$ cat src/rtl/alu_exec_ctrl_if.sv
// Instruction handshake and register-file port bundle for alu_exec_ctrl.
// The controller connects through the slave modport; its environment uses master.
interface alu_exec_ctrl_if;
    logic        in_instr_valid;
    logic        o_instr_ready;
    logic [3:0]  in_opcode;
    logic [3:0]  in_rd;
    logic [3:0]  in_rs1;
    logic [3:0]  in_rs2;
    logic [3:0]  o_r_add1;
    logic [3:0]  o_r_add2;
    logic [15:0] in_r_data1;
    logic [15:0] in_r_data2;
    logic [15:0] o_w_data;
    logic [3:0]  o_w_add;
    logic        o_w_en;
    logic        o_busy;
    logic        o_done;
    logic        o_zero;
    logic        o_carry;

    modport master (
        output in_instr_valid, in_opcode, in_rd, in_rs1, in_rs2,
        output in_r_data1, in_r_data2,
        input  o_instr_ready, o_r_add1, o_r_add2, o_w_data, o_w_add,
        input  o_w_en, o_busy, o_done, o_zero, o_carry
    );

    modport slave (
        input  in_instr_valid, in_opcode, in_rd, in_rs1, in_rs2,
        input  in_r_data1, in_r_data2,
        output o_instr_ready, o_r_add1, o_r_add2, o_w_data, o_w_add,
        output o_w_en, o_busy, o_done, o_zero, o_carry
    );
endinterface

$ cat src/rtl/alu_exec_ctrl.sv
// Multi-cycle execute/write-back controller: IDLE -> READ -> EXEC -> WB, with a
// 16-step shift-add multiplier and zero/carry flags updated on write-back.
module alu_exec_ctrl (
    input  logic           in_clk,
    input  logic           in_rst,
    alu_exec_ctrl_if.slave bus
);

    typedef enum logic [1:0] {S_IDLE, S_READ, S_EXEC, S_WB} state_e;

    localparam logic [3:0] OP_ADD = 4'd0;
    localparam logic [3:0] OP_SUB = 4'd1;
    localparam logic [3:0] OP_AND = 4'd2;
    localparam logic [3:0] OP_OR  = 4'd3;
    localparam logic [3:0] OP_XOR = 4'd4;
    localparam logic [3:0] OP_SHL = 4'd5;
    localparam logic [3:0] OP_SHR = 4'd6;
    localparam logic [3:0] OP_MUL = 4'd7;
    localparam logic [3:0] OP_MOV = 4'd8;

    state_e      state_q, state_d;
    logic [3:0]  op_q, op_d;
    logic [3:0]  rd_q, rd_d;
    logic [3:0]  rs1_q, rs1_d;
    logic [3:0]  rs2_q, rs2_d;
    logic [15:0] a_q, a_d;
    logic [15:0] b_q, b_d;
    logic [31:0] acc_q, acc_d;
    logic [3:0]  cnt_q, cnt_d;
    logic        w_en_q, w_en_d;
    logic        done_q, done_d;
    logic [15:0] w_data_q, w_data_d;
    logic [3:0]  w_add_q, w_add_d;
    logic        zero_q, zero_d;
    logic        carry_q, carry_d;

    logic [16:0] sum;
    logic [31:0] shl_w;
    logic [31:0] shr_w;
    logic [31:0] mul_step;
    logic [31:0] mul_next;
    logic [15:0] alu_res;
    logic        alu_carry;
    logic        alu_writes;
    logic        exec_last;

    // Shifts run through a 32-bit window so the last bit shifted out lands at a
    // fixed position; a zero shift amount leaves that position clear.
    always_comb begin
        // NOTE: every variable gets a default first so no path can infer a latch.
        sum        = {1'b0, a_q} + {1'b0, b_q};
        shl_w      = {16'h0000, a_q} << b_q[3:0];
        shr_w      = {a_q, 16'h0000} >> b_q[3:0];
        mul_step   = b_q[cnt_q] ? ({16'h0000, a_q} << cnt_q) : 32'h0000_0000;
        mul_next   = acc_q + mul_step;
        alu_res    = 16'h0000;
        alu_carry  = 1'b0;
        alu_writes = 1'b1;
        case (op_q)
            OP_ADD: begin
                alu_res   = sum[15:0];
                alu_carry = sum[16];
            end
            OP_SUB: begin
                alu_res   = a_q - b_q;
                alu_carry = (a_q < b_q);
            end
            OP_AND: alu_res = a_q & b_q;
            OP_OR:  alu_res = a_q | b_q;
            OP_XOR: alu_res = a_q ^ b_q;
            OP_SHL: begin
                alu_res   = shl_w[15:0];
                alu_carry = shl_w[16];
            end
            OP_SHR: begin
                alu_res   = shr_w[31:16];
                alu_carry = shr_w[15];
            end
            OP_MUL: begin
                alu_res   = mul_next[15:0];
                alu_carry = |mul_next[31:16];
            end
            OP_MOV: alu_res = a_q;
            default: alu_writes = 1'b0;
        endcase
    end

    always_comb begin
        state_d   = state_q;
        op_d      = op_q;
        rd_d      = rd_q;
        rs1_d     = rs1_q;
        rs2_d     = rs2_q;
        a_d       = a_q;
        b_d       = b_q;
        acc_d     = acc_q;
        cnt_d     = cnt_q;
        w_en_d    = 1'b0;
        done_d    = 1'b0;
        w_data_d  = w_data_q;
        w_add_d   = w_add_q;
        zero_d    = zero_q;
        carry_d   = carry_q;
        exec_last = 1'b0;
        case (state_q)
            S_IDLE: begin
                if (bus.in_instr_valid) begin
                    op_d    = bus.in_opcode;
                    rd_d    = bus.in_rd;
                    rs1_d   = bus.in_rs1;
                    rs2_d   = bus.in_rs2;
                    state_d = S_READ;
                end
            end
            S_READ: begin
                a_d     = bus.in_r_data1;
                b_d     = bus.in_r_data2;
                acc_d   = 32'h0000_0000;
                cnt_d   = 4'd0;
                state_d = S_EXEC;
            end
            S_EXEC: begin
                if (op_q == OP_MUL) begin
                    acc_d     = mul_next;
                    cnt_d     = cnt_q + 4'd1;
                    exec_last = (cnt_q == 4'd15);
                end else begin
                    exec_last = 1'b1;
                end
                // Strobe and flags are registered on the edge that enters WB.
                if (exec_last) begin
                    state_d = S_WB;
                    done_d  = 1'b1;
                    if (alu_writes) begin
                        w_en_d   = 1'b1;
                        w_data_d = alu_res;
                        w_add_d  = rd_q;
                        zero_d   = (alu_res == 16'h0000);
                        carry_d  = alu_carry;
                    end
                end
            end
            S_WB: state_d = S_IDLE;
            default: state_d = S_IDLE;
        endcase
    end

    always_ff @(posedge in_clk) begin
        // NOTE: non-blocking assignments so every flop samples pre-edge values.
        if (in_rst) begin
            state_q  <= S_IDLE;
            op_q     <= 4'd0;
            rd_q     <= 4'd0;
            rs1_q    <= 4'd0;
            rs2_q    <= 4'd0;
            a_q      <= 16'h0000;
            b_q      <= 16'h0000;
            acc_q    <= 32'h0000_0000;
            cnt_q    <= 4'd0;
            w_en_q   <= 1'b0;
            done_q   <= 1'b0;
            w_data_q <= 16'h0000;
            w_add_q  <= 4'd0;
            zero_q   <= 1'b0;
            carry_q  <= 1'b0;
        end else begin
            state_q  <= state_d;
            op_q     <= op_d;
            rd_q     <= rd_d;
            rs1_q    <= rs1_d;
            rs2_q    <= rs2_d;
            a_q      <= a_d;
            b_q      <= b_d;
            acc_q    <= acc_d;
            cnt_q    <= cnt_d;
            w_en_q   <= w_en_d;
            done_q   <= done_d;
            w_data_q <= w_data_d;
            w_add_q  <= w_add_d;
            zero_q   <= zero_d;
            carry_q  <= carry_d;
        end
    end

    assign bus.o_instr_ready = (state_q == S_IDLE);
    assign bus.o_busy        = (state_q != S_IDLE);
    assign bus.o_r_add1      = rs1_q;
    assign bus.o_r_add2      = rs2_q;
    assign bus.o_w_en        = w_en_q;
    assign bus.o_done        = done_q;
    assign bus.o_w_data      = w_data_q;
    assign bus.o_w_add       = w_add_q;
    assign bus.o_zero        = zero_q;
    assign bus.o_carry       = carry_q;

endmodule

$ cat src/flat_wrapper.sv
// flat-port wrapper written by rule: the top's interface ports become plain ports
module alu_exec_ctrl_flat 
  (in_clk, in_rst, bus_in_instr_valid, bus_in_opcode, bus_in_rd, bus_in_rs1, bus_in_rs2, bus_in_r_data1, bus_in_r_data2, bus_o_instr_ready, bus_o_r_add1, bus_o_r_add2, bus_o_w_data, bus_o_w_add, bus_o_w_en, bus_o_busy, bus_o_done, bus_o_zero, bus_o_carry);
  alu_exec_ctrl_if bus_i ();
  input  logic in_clk;
  input  logic in_rst;
  input wire logic [$bits(bus_i.in_instr_valid)-1:0] bus_in_instr_valid;
  input wire logic [$bits(bus_i.in_opcode)-1:0] bus_in_opcode;
  input wire logic [$bits(bus_i.in_rd)-1:0] bus_in_rd;
  input wire logic [$bits(bus_i.in_rs1)-1:0] bus_in_rs1;
  input wire logic [$bits(bus_i.in_rs2)-1:0] bus_in_rs2;
  input wire logic [$bits(bus_i.in_r_data1)-1:0] bus_in_r_data1;
  input wire logic [$bits(bus_i.in_r_data2)-1:0] bus_in_r_data2;
  output wire logic [$bits(bus_i.o_instr_ready)-1:0] bus_o_instr_ready;
  output wire logic [$bits(bus_i.o_r_add1)-1:0] bus_o_r_add1;
  output wire logic [$bits(bus_i.o_r_add2)-1:0] bus_o_r_add2;
  output wire logic [$bits(bus_i.o_w_data)-1:0] bus_o_w_data;
  output wire logic [$bits(bus_i.o_w_add)-1:0] bus_o_w_add;
  output wire logic [$bits(bus_i.o_w_en)-1:0] bus_o_w_en;
  output wire logic [$bits(bus_i.o_busy)-1:0] bus_o_busy;
  output wire logic [$bits(bus_i.o_done)-1:0] bus_o_done;
  output wire logic [$bits(bus_i.o_zero)-1:0] bus_o_zero;
  output wire logic [$bits(bus_i.o_carry)-1:0] bus_o_carry;
  assign bus_i.in_instr_valid = bus_in_instr_valid;
  assign bus_i.in_opcode = bus_in_opcode;
  assign bus_i.in_rd = bus_in_rd;
  assign bus_i.in_rs1 = bus_in_rs1;
  assign bus_i.in_rs2 = bus_in_rs2;
  assign bus_i.in_r_data1 = bus_in_r_data1;
  assign bus_i.in_r_data2 = bus_in_r_data2;
  assign bus_o_instr_ready = bus_i.o_instr_ready;
  assign bus_o_r_add1 = bus_i.o_r_add1;
  assign bus_o_r_add2 = bus_i.o_r_add2;
  assign bus_o_w_data = bus_i.o_w_data;
  assign bus_o_w_add = bus_i.o_w_add;
  assign bus_o_w_en = bus_i.o_w_en;
  assign bus_o_busy = bus_i.o_busy;
  assign bus_o_done = bus_i.o_done;
  assign bus_o_zero = bus_i.o_zero;
  assign bus_o_carry = bus_i.o_carry;
  alu_exec_ctrl u_core (.in_clk(in_clk), .in_rst(in_rst), .bus(bus_i));
endmodule
$ cat config.mk
export PLATFORM = sky130hd
export DESIGN_NAME = alu_exec_ctrl_flat
export DESIGN_NICKNAME = d
export VERILOG_FILES = /design/src/rtl/alu_exec_ctrl_if.sv /design/src/rtl/alu_exec_ctrl.sv /design/src/flat_wrapper.sv
export SDC_FILE = /design/constraint.sdc
export NUM_CORES = 1
export LEC_CHECK = 0
export CORE_AREA = 2 2 159 161
export CTS_CLUSTER_DIAMETER = 30
export DETAILED_ROUTE_END_ITERATION = 8
export DIE_AREA = 0 0 161 163
export HOLD_SLACK_MARGIN = 0.08
export SYNTH_ARGS = -nofsm -noshare
export SYNTH_HDL_FRONTEND = slang
export SYNTH_SLANG_ARGS = --single-unit
$ cat constraint.sdc
create_clock -name in_clk -period 17.5 [get_ports in_clk]
set_input_delay 1.75 -clock in_clk [delete_from_list [all_inputs] [get_ports in_clk]]
set_output_delay 1.75 -clock in_clk [all_outputs]
set_load 0.01 [all_outputs]
== Word-level counts from Yosys, hierarchy flattened ==
Cells that the tools add are included.
Operators by class
  $add $sub $neg: 4
  $mul: 0
  div/mod/pow operators: 0
  magnitude comparators: 2
  equality and inequality tests: 15
  shift operators: 3
  multiplexer cells: 17
  bitwise logic cells: 5
  reduce and logical (&&, ||, !) cells: 13
Operators by type and width (count)
  $pmux 16 s9: 1
  $mux 32: 2
  $pmux 32 s2: 1
  $add 32x32->32: 1
  $shl 16x4->32: 1
  $shr 32x4->32: 1
  $add 16x16->17: 1
  $shl 16x4->17: 1
  $and 16x16->16: 1
  $eq 4x3->1 const B: 4
  $logic_not 16->1: 1
  $lt 16x16->1: 1
  $or 16x16->16: 1
  $reduce_or 16->1: 1
  $sub 16x16->16: 1
  $xor 16x16->16: 1
  $reduce_or 9->1: 1
  $eq 4x2->1 const B: 2
  $eq 4x4->1 const B: 2
  $pmux 2 s4: 1
  $pmux 4 s2: 1
  $mux 1: 6
  $reduce_and 2->1: 3
  $lt 4x5->1 const B: 1
  17 further kinds: 22
Storage, ports and cells
  register bits after elaboration: 110
  latch bits: 0
  RAM bits: 0
  ROM bits: 0
  bits of input ports: 51
  output and inout bits: 34
  memories: 0

== Longest topological paths before layout ==
Gate-level depths: netlist of the first run.
  depth after elaboration: 6
  mapped depth: 23
  mapped depth without buffers: 19

== Least setup slack after synthesis of the first run ==
Ideal clock, no wire load.
  kind: reg2reg
  start point: reg u_core.b_q[1]
  end point: reg u_core.carry_q, in the netlist u_core.bus.o_carry
  setup time: 127 ps
  arrival time: 5358 ps
  required time: 17373 ps
  path slack: 12015 ps
  cell stages (with the launch flop): 24
  path buffers: 7
  cell sequence: dfxtp_1 buf_2 buf_4 buf_2 buf_2 mux4_2 o21ai_0 a21o_1 and2_1 clkbuf_1 clkbuf_1 nor2_1 ha_1 clkbuf_1 and3_1 a221oi_2 a21oi_1 a31oi_1 or4b_1 a221oi_2 xnor2_1 or4_1 nor4_2 a31oi_1
Between the ends
  longest elaborated chain between the ends: 6
  elaborated cells between the ends (all ways): 10
Ends and longest elaborated chain
  start: declaration: RTL line alu_exec_ctrl.sv:27  | logic [15:0] b_q, b_d;
  start signal: assignment: RTL line alu_exec_ctrl.sv:157  | b_q <= 16'h0000;
  start signal: assignment: RTL line alu_exec_ctrl.sv:173  | b_q <= b_d;
  $bmux 1 s4: RTL line alu_exec_ctrl.sv:54  | mul_step = b_q[cnt_q] ? ({16'h0000, a_q} << cnt_q) : 32'h0000_0000;
  $mux 1 (implied by the code): RTL line alu_exec_ctrl.sv:54
  $mux 32: RTL line alu_exec_ctrl.sv:54
  $add 32x32->32: RTL line alu_exec_ctrl.sv:55  | mul_next = acc_q + mul_step;
  $reduce_or 16->1: RTL line alu_exec_ctrl.sv:81  | alu_carry = |mul_next[31:16];
  $pmux 1 s5 (*): RTL line alu_exec_ctrl.sv:59  | case (op_q)
  end signal: assignment: RTL line alu_exec_ctrl.sv:181  | carry_q <= carry_d;
  end: declaration: RTL line alu_exec_ctrl.sv:35  | logic carry_q, carry_d;
Mark *: on every way between the ends. The rest lies on a longest branch, timed or not. The select of a mux whose other input is x is not followed.
A chain may end at the register's enable or synchronous reset.

== Worst setup path in the final report of the first run ==
  start point: reg u_core.cnt_q[0]
  end point: reg u_core.carry_q, in the netlist u_core.bus.o_carry
Between the ends
  longest elaborated chain between the ends: 6
  elaborated cells between the ends (all ways): 11
Ends and longest elaborated chain
  start: declaration: RTL line alu_exec_ctrl.sv:29  | logic [3:0] cnt_q, cnt_d;
  start signal: assignment: RTL line alu_exec_ctrl.sv:175  | cnt_q <= cnt_d;
  $bmux 1 s4: RTL line alu_exec_ctrl.sv:54
  $mux 1 (implied by the code): RTL line alu_exec_ctrl.sv:54
  $mux 32: RTL line alu_exec_ctrl.sv:54
  $add 32x32->32: RTL line alu_exec_ctrl.sv:55
  $reduce_or 16->1: RTL line alu_exec_ctrl.sv:81
  $pmux 1 s5: RTL line alu_exec_ctrl.sv:59
Several ways; a longest one is shown, not always the timed one. The select of a mux whose other input is x is not followed.

==> reports/metrics.csv, run 1 <==
metric,value,unit
core,24700,sq um
irDropWorstVdd,0.0000775,V
clkSinkCount,110,
worstPathArrival,5.89,ns
post_cts_resized,0,
drv_cap,0,
die_w,161,microns
drtAntennaViolNets,0,
syn_nets,1560,
pwr_density_cell,116,nW/um^2
synth.avg_cell_area,7.65,sq um
ys_ff_latch,110,
routed_wl,39300,microns
worstPathMaxFanout,30,
reg2regPathDepth,17,
synthCells,1422,
fin_util,49.3,%
clock_latency,0.37,ns
synthArstFlopShare,0,%
grt_start_max_net_pins,84,
hold_viol_final,0,
power.switching,680,uW
gp_congestion,1.00,
viasPerCell,6.26,
finalCriticalPeriod,5.64,ns
dr_total_vias,11000,
area_growth,12.0,%
htree_num_levels,3,
max_freq,177,MHz
report.final.slew_viol_count,0,
nNetsFinal,1562,
io_pins,85,
ctsLongestPathBuffers,2,
clock_skew,0.0180,ns
comb_power_share,58.9,%
r2r_slack,11.86,ns
crit_type,reg -> reg,
drc,0,
tightestPinTransition,1.26,ns
dieArea,26200,sq um
hp-class,reg -> reg,
grt_usage,29.8,%
fp.dieH,163,microns
initial_core_util,44.1,%
first_global_vias,10200,
insertedDiodeCount,0,
yosysSeqAreaShare,20.3,%
seqPwrFrac,25.0,%
p_int,735,uW
nFillCells,2551,
cp-end-kind,flop,
ys_warn_count,0,
r2r-start,u_core.cnt_q[0],
drtIter0Drc,1153,
finalSetupViolCount,0,
swShare,48.1,%
netlist_area,10900,sq um
num_rows,58,
drive_gt1_share,7.70,%
cts_tree,yes,
clk_pin_slew,0.08,ns
pwr-share-clk,16.2,%
period_share,32.2,%
hpwl,29300,microns
cts-buffers-inserted,9,
critPathLaunchType,flop,
startpoint,u_core.cnt_q[0],
timing.hold.ws,0.456,ns
cts_setup_buffers,0,
slew-limit-headroom,14.5,%
globalRoute.totalOverflow,0,
antenna_found_initial,0,
synth_edf_count,0,
first_pass_iters,7,
root_buffer,clkbuf_16,
tns,0,ns
grt_pass1_wl,61200,microns
cp_data_required_time,17.75,ns
endpoint,u_core.bus.o_carry,
port_buffers,84,
yosysUniqueCellTypes,89,
status,completed,
holdBufCountCts,0,
r2r-end,u_core.bus.o_carry,
wl_per_cell,22.3,microns
total_leakage_power,4.64,nW
rsz0062_at_grt,no,
synthFlopType,dfxtp_1,
## area by class of cell
cell class / instances / area, sq um / area share [%]
Sequential cell: 110 / 2200 / 18.1
Multi-Input combinational cell: 1131 / 7970 / 65.5
Inverter: 61 / 229 / 1.88
Timing Repair Buffer: 111 / 1040 / 8.55
Tap cell: 330 / 413 / 3.39
Clock inverter: 7 / 90.1 / 0.740
Clock buffer: 9 / 225 / 1.85
## kinds of logic after synthesis
| logic type | Yosys count | share of synthesized area (%) |
|---|---|---|
| simple gates | 482 | 20.7 |
| compound gates | 417 | 25.9 |
| buf+inv | 181 | 6.63 |
| mux | 112 | 13.6 |
| flops | 110 | 20.3 |
| fa+ha+maj | 87 | 10.2 |
| xor+xnor | 33 | 2.66 |
## metal layers
metal	track usage (%)	up-vias	part of all wire (%)
met5	0	-	0
met1	43.6	5198	46
li1	-	5199	-
met4	10.3	0	3.7
met3	5.55	87	8.6
met2	43.5	529	41
## stage by stage
step	setup slack, ns	cell area [sq um]	std cells	power (mW)
floorplan	12.02	10900	1422	0.907
global placement	11.97	11900	1743	1.17
detailed placement	11.91	11900	1743	1.17
CTS	11.87	12200	1759	1.40
global route	11.45	12200	1759	1.51
finish	11.86	12200	1759	1.42
## worst max-delay path, cell delays in order, from the launching register on
cell and delay [ns]:
dfxtp_1 0.31, buf_4 0.30, mux4_2 0.56, o21ai_0 0.46, a21o_1 0.22, and2_1 0.47, a211oi_1 0.11, ha_1 0.45
a21o_1 0.24, a221oi_2 0.28, a21oi_1 0.09, a31oi_1 0.27, or4b_1 0.52, a221oi_2 0.32, xnor2_1 0.12, or4_1 0.54
nor4_2 0.15, a31oi_1 0.10
## how the worst min path moves through the flow
| stage | endpoint | startpoint | slack (ns) | cells past startpoint |
|---|---|---|---|---|
| global placement | u_core.bus.o_r_add1[3] | u_core.bus.o_r_add1[3] | 0.44 | 2 |
| detailed placement | u_core.rd_q[2] | u_core.rd_q[2] | 0.45 | 2 |
| finish | u_core.rd_q[2] | u_core.rd_q[2] | 0.46 | 2 |
| CTS | u_core.rd_q[2] | u_core.rd_q[2] | 0.46 | 2 |
| global route | u_core.bus.o_r_add1[0] | u_core.bus.o_r_add1[0] | 0.48 | 2 |
| floorplan | u_core.rd_q[0] | u_core.rd_q[0] | 0.44 | 2 |
## power groups by stage
| stage | Combinational [mW] | Sequential, mW | Clock, mW |
|---|---|---|---|
| 4_1_cts | 0.818 | 0.350 | 0.233 |
| 3_3_place_gp | 0.811 | 0.356 | 0 |
| 6_report | 0.833 | 0.353 | 0.229 |
| 2_1_floorplan | 0.571 | 0.336 | 0 |
| 5_1_grt | 0.905 | 0.358 | 0.243 |
| 3_5_place_dp | 0.814 | 0.356 | 0 |
## sequential cells by signal, summed over array words and instances (netlist names), 16 cells and up
register and cells:
u_core.acc_q 32, u_core.a_q 16, u_core.b_q 16, u_core.bus.o_w_data 16
## cell usage in the layout (no fill, tap or decap), drive strengths merged, types with 44 or more instances in the layout
cell and instances:
nor2 196, dfxtp 110, clkdlybuf4s50 83, ha 84
nand2 115, o21ai 60, mux2i 76, a211oi 44
inv 62, a21oi 114
## synth_stat cells, drive strengths merged (28+ instances only)
library cell / count / area share [%]
a211oi: 44 / 3.1
ha: 84 / 9.7
a22oi: 37 / 2.6
clkbuf: 99 / 3.5
nor2: 196 / 6.8
dfxtp: 110 / 20
a21oi: 114 / 5.3
nand2: 115 / 4.0
mux4: 28 / 5.8
mux2i: 76 / 7.0
inv: 59 / 2.0
o21ai: 60 / 2.8
Note: power is estimated with default switching activity, not from simulation.
==> run 2: changes to the inputs <==
--- a/config.mk
+++ b/config.mk
@@ -10,6 +10,7 @@
 export DETAILED_ROUTE_END_ITERATION = 8
 export DIE_AREA = 0 0 161 163
 export HOLD_SLACK_MARGIN = 0.08
+export PLACE_DENSITY = 0.66
 export SYNTH_ARGS = -nofsm -noshare
 export SYNTH_HDL_FRONTEND = slang
 export SYNTH_SLANG_ARGS = --single-unit
==> constraint.sdc (replaced) <==
create_clock -name in_clk -period 5 [get_ports in_clk]
set_input_delay 0.5 -clock in_clk [delete_from_list [all_inputs] [get_ports in_clk]]
set_output_delay 0.5 -clock in_clk [all_outputs]
set_load 0.01 [all_outputs]
==> reports/metrics.csv, run 2 (synthesized netlist as in run 1, its figures left out) <==
metric,value,unit
status,completed,
largest_reg_flops,32,
seq_area,2210,sq um
root_buffer,clkbuf_16,
holdBufCountCts,0,
clock_skew,0.0143,ns
finalSetupViolCount,0,
cp_cell_sequence,mux4_2 > o21ai_4 > nor2_1 > ha_1 > fa_1 > a211oi_2 > nor2_1 > o31a_1 > a31oi_4 > or4b_4 > a221oi_2 > xnor2_1 > or4_1 > nor4_2 > a31oi_1,
critPathLaunchType,flop,
period_share,95.0,%
irDropWorstVdd,0.000404,V
hp-class,reg -> reg,
tns,0,ns
clock_latency,0.38,ns
wl_per_cell,22.2,microns
cpMaxStageDelayCell,mux4_2,
antenna_found_initial,0,
slew-limit-headroom,31.7,%
nNetsFinal,1606,
tightestPinTransition,1.01,ns
first_global_vias,10400,
layout_common_cells,"nor2_1 (194), nand2_1 (115), a21oi_1 (112)",
drv_cap,0,
htree_num_levels,3,
insertedDiodeCount,0,
rsz0062_at_grt,no,
fp.dieH,163,microns
ctsLongestPathBuffers,2,
cts_tree,yes,
crit_type,reg -> reg,
cts_setup_buffers,0,
globalRoute.totalOverflow,0,
pwr_density_cell,402,nW/um^2
grt_start_max_net_pins,74,
drtAntennaViolNets,0,
r2r-start,u_core.cnt_q[0],
port_buffers,84,
path_depth,15,
cp_data_required_time,5.25,ns
drive_gt1_share,10.9,%
largest-register,u_core.acc_q,
initial_core_util,44.1,%
grt_usage,30.2,%
max_freq,211,MHz
worstPathMaxFanout,6,
finalCriticalPeriod,4.75,ns
viasPerCell,6.24,
slowest_delay,0.58,ns
first_pass_iters,8,
total_leakage_power,4.86,nW
cp-end-kind,flop,
core,24700,sq um
num_rows,58,
die_w,161,microns
drtIter0Drc,1357,
worstPathArrival,5.00,ns
cts-buffers-inserted,9,
reg2regPathDepth,15,
layout_commonest_cell,nor2_1,
grt_pass1_wl,61600,microns
dr_total_vias,11300,
dieArea,26200,sq um
path_buf_inv,0,
drc,0,
endpoint,u_core.bus.o_carry,
nFillCells,2442,
io_pins,85,
hold_viol_final,0,
routed_wl,40100,microns
hpwl,30400,microns
multi_input_area,8010,sq um
fin_util,50.8,%
path_common_cell,nor2_1,
clkSinkCount,110,
r2r-end,u_core.bus.o_carry,
critPathTopFamily,compound AO/OA/AOI/OAI gates,
report.final.slew_viol_count,0,
area_growth,15.2,%
clk_pin_slew,0.08,ns
r2r_slack,0.25,ns
post_cts_resized,0,
startpoint,u_core.cnt_q[0],
gp_congestion,1.03,
==> run 2: cell types whose count changed in the layout (fill, tap and decap cells not counted), sizes merged <==
cell	change
buf	+44
bufinv	-1
inv	+1
==> run 2: how the worst min path moves through the flow <==
stage	slack, ns	start	cells past startpoint	to
after global placement	0.44	u_core.bus.o_r_add2[3]	2	u_core.bus.o_r_add2[3]
after floorplan	0.44	u_core.rd_q[0]	2	u_core.rd_q[0]
after CTS	0.46	u_core.bus.o_r_add2[3]	2	u_core.bus.o_r_add2[3]
final	0.46	u_core.bus.o_r_add2[3]	2	u_core.bus.o_r_add2[3]
after global routing	0.47	u_core.rd_q[3]	2	u_core.rd_q[3]
after detailed placement	0.45	u_core.rd_q[3]	2	u_core.rd_q[3]
==> run 2: through the flow <==
stage               std cells  power [mW]  hold slack, ns  area, sq um  setup slack [ns]
global placement         1787        4.19           0.441        12200             0.174
CTS                      1803        4.98           0.459        12500            0.0692
detailed placement       1787        4.22           0.447        12200             0.111
floorplan                1422        3.19           0.436        10900            0.0868
finish                   1803        5.04           0.458        12500             0.250
global route             1803        5.34           0.472        12500           0.00789
==> run 2: cell type report <==
cell class | instances | share of cell area (%)
inverter | 61 | 1.83
clock inverter | 7 | 0.589
tap | 330 | 3.30
timing repair buffer | 155 | 10.9
clock buffer | 9 | 1.80
multi-input combinational | 1131 | 63.9
sequential | 110 | 17.6
==> run 2: worst min-delay path: stages, from the launching register on <==
cell and delay [ns]:
dfxtp_1 0.32, nand2_1 0.05, a21oi_1 0.05
==> run 2: power by group <==
group | internal, mW | total [mW] | switching [mW]
clock network | 0.356 | 0.759 | 0.403
registers | 1.03 | 1.17 | 0.143
logic | 1.23 | 3.11 | 1.88
==> run 2: routing by layer <==
metal	part of all wire (%)	vias up	GRT usage (%)
met3	9.5	84	6.32
met2	42	577	44.1
li1	-	5291	-
met5	0	-	0
met4	3.8	0	11.6
met1	45	5305	43.5
